<file path="src/rtl/input_conditioner.sv">
// input_conditioner: front end for a traffic-light controller.
// Three asynchronous raw inputs (car sensor, walk button, reprogram button)
// are synchronized, optionally debounced, and turned into the levels and
// pulses the controller FSM consumes, plus a free-running timer tick.
// Optional feature macro: INPUT_CONDITIONER_DEBOUNCE_EN enables the debounce
// counters; without it the accepted value is the synchronizer output.
module input_conditioner #(
    parameter int DEBOUNCE_CYCLES = 16,
    parameter int TICK_DIV        = 50000000
) (
    input  logic clk,
    input  logic Reset,
    input  logic Sensor_raw,
    input  logic Walk_raw,
    input  logic Reprogram_raw,
    input  logic Walk_Ack,
    output logic Sensor,
    output logic Walk_Request,
    output logic Reprogram,
    output logic Tick
);
    localparam int TW = (TICK_DIV > 2) ? $clog2(TICK_DIV) : 1;

    // bit 0 = sensor, bit 1 = walk, bit 2 = reprogram
    logic [2:0]    raw;
    logic [2:0]    sync1;
    logic [2:0]    sync2;
    logic [2:0]    acc;
    logic [2:0]    acc_d;
    logic [2:0]    rise;
    logic [TW-1:0] tick_cnt;

    assign raw = {Reprogram_raw, Walk_raw, Sensor_raw};

    // Two-flop synchronizer for all raw inputs
    always_ff @(posedge clk or posedge Reset) begin
        if (Reset) begin
            sync1 <= '0;
            sync2 <= '0;
        end else begin
            sync1 <= raw;
            sync2 <= sync1;
        end
    end

`ifdef INPUT_CONDITIONER_DEBOUNCE_EN
    localparam int CW = $clog2(DEBOUNCE_CYCLES);

    logic [CW-1:0] db_cnt [3];

    // Debounce: a new level is accepted once it has differed from the
    // accepted value for DEBOUNCE_CYCLES consecutive clocks
    always_ff @(posedge clk or posedge Reset) begin
        if (Reset) begin
            acc <= '0;
            for (int i = 0; i < 3; i++) begin
                db_cnt[i] <= '0;
            end
        end else begin
            for (int i = 0; i < 3; i++) begin
                if (sync2[i] == acc[i]) begin
                    db_cnt[i] <= '0;
                end else if (db_cnt[i] == CW'(DEBOUNCE_CYCLES - 1)) begin
                    acc[i]    <= sync2[i];
                    db_cnt[i] <= '0;
                end else begin
                    db_cnt[i] <= db_cnt[i] + 1'b1;
                end
            end
        end
    end
`else
    assign acc = sync2;
`endif

    // Previous accepted value, for rising-edge detection
    always_ff @(posedge clk or posedge Reset) begin
        if (Reset) begin
            acc_d <= '0;
        end else begin
            acc_d <= acc;
        end
    end

    assign rise   = acc & ~acc_d;
    assign Sensor = acc[0];

    // Walk request latch: a new press wins over a simultaneous acknowledge
    always_ff @(posedge clk or posedge Reset) begin
        if (Reset) begin
            Walk_Request <= 1'b0;
        end else if (rise[1]) begin
            Walk_Request <= 1'b1;
        end else if (Walk_Ack) begin
            Walk_Request <= 1'b0;
        end
    end

    // One-clock reprogram pulse per accepted press
    always_ff @(posedge clk or posedge Reset) begin
        if (Reset) begin
            Reprogram <= 1'b0;
        end else begin
            Reprogram <= rise[2];
        end
    end

    // Free-running tick divider, wraps at TICK_DIV-1
    always_ff @(posedge clk or posedge Reset) begin
        if (Reset) begin
            tick_cnt <= '0;
            Tick     <= 1'b0;
        end else begin
            Tick <= (tick_cnt == TW'(TICK_DIV - 1));
            if (tick_cnt == TW'(TICK_DIV - 1)) begin
                tick_cnt <= '0;
            end else begin
                tick_cnt <= tick_cnt + 1'b1;
            end
        end
    end

endmodule

</file>
<file path="config.mk">
export PLATFORM = sky130hd
export DESIGN_NAME = input_conditioner
export DESIGN_NICKNAME = d
export VERILOG_FILES = /design/src/rtl/input_conditioner.sv
export SDC_FILE = /design/constraint.sdc
export NUM_CORES = 1
export LEC_CHECK = 0
export CAP_MARGIN = 20
export CORE_ASPECT_RATIO = 1.25
export CORE_MARGIN = 1.5
export CORE_UTILIZATION = 30
export DETAILED_ROUTE_END_ITERATION = 12
export MAX_ROUTING_LAYER = met4
export PLACE_DENSITY = 0.56
export SLEW_MARGIN = 20
export SYNTH_ARGS = -nofsm -noshare
export SYNTH_HDL_FRONTEND = slang
export SYNTH_SLANG_ARGS = --single-unit
</file>
<file path="constraint.sdc">
create_clock -name clk -period 2.4 [get_ports clk]
set_clock_uncertainty 0.15 [all_clocks]
set_input_delay 0.48 -clock clk [delete_from_list [all_inputs] [get_ports clk]]
set_output_delay 0.48 -clock clk [all_outputs]
set_load 0.01 [all_outputs]
</file>
==> impl_metrics.env <==
export IMPL_status="finished, final reports clean"
export IMPL_coreArea_um2=5150
export IMPL_worst_slew_pin_slew_ps=462
export IMPL_syn_mean_instance_area_um2=10.7
export IMPL_post_route_min_period_ps=2220
export IMPL_synth_cells=152
export IMPL_ir_worst_vdd_uv=271
export IMPL_cts_buffers=5
export IMPL_fin_nets=176
export IMPL_htree_levels=2
export IMPL_setup_slack_ps=184
export IMPL_cts_tree="built"
export IMPL_ant_nets=0
export IMPL_finalCritPeriodShare_pct=92.3
export IMPL_syn_area_um2=1630
export IMPL_syn_nets=160
export IMPL_clock_sinks=37
export IMPL_finalSetupTns_ps=0
export IMPL_drive_above_1_share_pct=8.88
export IMPL_swShare_pct=19.9
export IMPL_arrival_ps=2290
export IMPL_finalHoldViolations=0
export IMPL_final_util_pct=37.5
export IMPL_num_io_pins=10
export IMPL_die_w_um=69.0
export IMPL_slew_viol_final=0
export IMPL_cts_root_buf="clkbuf_8"
export IMPL_ctsResizeCount=0
export IMPL_power_leakage_nw=0.814
export IMPL_clk_latency_ps=290
export IMPL_antenna_found_initial=0
export IMPL_clk_path_buf_depth=2
export IMPL_p_sw_uw=245
export IMPL_grt_overflow=0
export IMPL_die_area_um2=5890
export IMPL_preCtsSetupSlack_ps=237
export IMPL_synth_top_area_share_pct=56.7
export IMPL_cap_violations=0
export IMPL_post_cts_setup_buffers=0
export IMPL_critical_path_max_stage_delay_ps=680
export IMPL_grt_pass1_vias=1160
export IMPL_clock_power_share_pct=45.8
export IMPL_start_util_pct=31.7
export IMPL_p_int_uw=985
export IMPL_r2r_cells=4
export IMPL_required_ps=2470
export IMPL_combPwrFrac_pct=2.6
export IMPL_antennaDiodeCount=0
export IMPL_ys_warn_count=0
export IMPL_maxSlewHeadroom_pct=69.2
export IMPL_path_common_cell="or4_1"
export IMPL_synth_area_top_cells="dfrtp_1 57%, xor2_1 4.8%, nand3_1 3.4%"
export IMPL_drc=0
export IMPL_crit_chain="nand3_2, or4_1, or4_1, a21oi_1"
export IMPL_crit_type="reg -> reg"
export IMPL_hpwl_um=2170
export IMPL_pwr_share_seq_pct=51.6
export IMPL_critical_path_max_fanout=9
export IMPL_rows=29
export IMPL_holdWs_ps=203
export IMPL_place_inst=223
export IMPL_rsz0062_at_grt="false"
export IMPL_drt_initial_drc_count=126
export IMPL_port_buffers=9
export IMPL_vias=1208
export IMPL_grt_use_total_pct=12.2
export IMPL_postCtsHoldBufs=0
export IMPL_endpoint_kind="flip-flop"
export IMPL_hold_path_class="reg -> reg"
export IMPL_drt_pass1_iterations=4
export IMPL_grt_max_degree=38
export IMPL_synth_top_cell_by_area="dfrtp_1"
export IMPL_ys_seq_elements=37
export IMPL_crit_slowest_cell="or4_1"
export IMPL_via_per_inst=5.23
export IMPL_fp_dieH_um=85.5
export IMPL_powerDensity_nw_per_um2=637
export IMPL_report_final_setup_viol=0
export IMPL_place_congestion=0.878
export IMPL_max_freq_mhz=451
export IMPL_cp_start_kind="flip-flop"
export IMPL_clk_pin_slew_ps=70
export IMPL_synth_distinct_cells=30
export IMPL_wirelength_um=3090
export IMPL_whs_path_depth=0
export IMPL_syn_to_final_growth_pct=18.4
export IMPL_fin_cells=231
export IMPL_ys_seq_area_share_pct=56.7
export IMPL_grt_first_pass_wirelength_um=5240
export IMPL_wl_per_cell_um=13.4
-- flip-flops by register name (all words and copies together) (netlist names) --
name and flops:
tick_cnt 26, acc_d 2, sync1 3, Tick 1, Walk_Request 1, Reprogram 1
acc 3
-- cell usage in the layout, fill, tap and decap left out, types with 7 or more instances in the layout --
cell type and count:
dfrtp_1 37, nand3_1 11, nor2_1 11, nand2_1 10
xor2_1 9, clkdlybuf4s50_1 9, nand4_1 8, or4_1 7
-- cells by family (layout without fill, tap and decap cells) --
logic type	count (synthesis)	in the layout	share of synthesized area, %
flip-flops	37	37	56.7
buffers and inverters	8	25	1.99
AND/OR/NAND/NOR	71	71	24.2
AO/OA/AOI/OAI	17	17	6.29
multiplexers	2	2	1.23
adder cells (fa/ha/maj)	2	2	1.53
XOR/XNOR	15	15	8.05
-- area by class of cell --
| class | count | area [um^2] |
|---|---|---|
| fill | 514 | 3220 |
| sequential | 37 | 926 |
| multi-input combinational | 107 | 673 |
| timing repair buffer | 13 | 120 |
| clock buffer | 6 | 82.6 |
| tap | 62 | 77.6 |
| clock inverter | 2 | 37.5 |
| inverter | 4 | 15.0 |
-- per-layer routing --
| metal | GRT usage, % | routed length, um | up-vias | share of wire [%] |
|---|---|---|---|---|
| li1 | - | - | 584 | - |
| met1 | 14.0 | 1400 | 599 | 45 |
| met2 | 18.7 | 1520 | 20 | 49 |
| met3 | 3.71 | 103 | 5 | 3.3 |
| met4 | 6.77 | 71 | 0 | 2.3 |
| met5 | - | 0 | - | 0 |
-- worst paths after layout --
check	startpoint	end	slack (ps)
hold / removal	sync1[2]	acc[2]	200
hold reg to reg	sync1[2]	acc[2]	200
setup reg to reg	tick_cnt[2]	tick_cnt[20]	180
max in group asynchronous	Reset	tick_cnt[6]	1330
setup / recovery	tick_cnt[2]	tick_cnt[20]	180
min in group asynchronous	Reset	tick_cnt[0]	450
-- worst max-delay path: cells and delay by family, from the launching register on --
kind	cells	cell delay, ps
compound gates	1	150
simple gates	3	1400
flops	1	450
-- power groups by stage --
stage	Sequential, mW	Clock (mW)	Combinational, mW
after floorplan	0.649	0	0.0114
after global placement	0.647	0	0.0325
after detailed placement	0.648	0	0.0329
after CTS	0.635	0.581	0.0331
after global routing	0.636	0.608	0.0359
final	0.635	0.563	0.0315
-- cells in the mapped netlist --
| cell type | instances |
|---|---|
| dfrtp_1 | 37 |
| nand3_1 | 11 |
| nor2_1 | 11 |
| nand2_1 | 10 |
| xor2_1 | 9 |
| nand4_1 | 8 |
| or4_1 | 7 |
| a21oi_1 | 6 |
| and3_1 | 6 |
| xnor2_1 | 6 |
| o21ai_0 | 5 |
| inv_1 | 4 |
| nor3_1 | 4 |
| nor4_1 | 4 |
| o31ai_1 | 3 |
| buf_2 | 2 |
| clkbuf_1 | 2 |
| ha_1 | 2 |
| mux2i_1 | 2 |
| nor2b_1 | 2 |
| or3_1 | 2 |
| and2_1 | 1 |
| and4b_1 | 1 |
| nand3_2 | 1 |
| nand4b_1 | 1 |
| nor4b_1 | 1 |
| o21ba_2 | 1 |
| o22ai_1 | 1 |
| o31a_1 | 1 |
| or2_2 | 1 |
-- stage by stage --
step	cell area (um^2)	power, mW
after floorplan	1630	0.660
final	1930	1.23
after CTS	1930	1.25
after global placement	1810	0.680
after global routing	1930	1.28
after detailed placement	1810	0.681
Note: power is estimated with default switching activity, not from simulation.
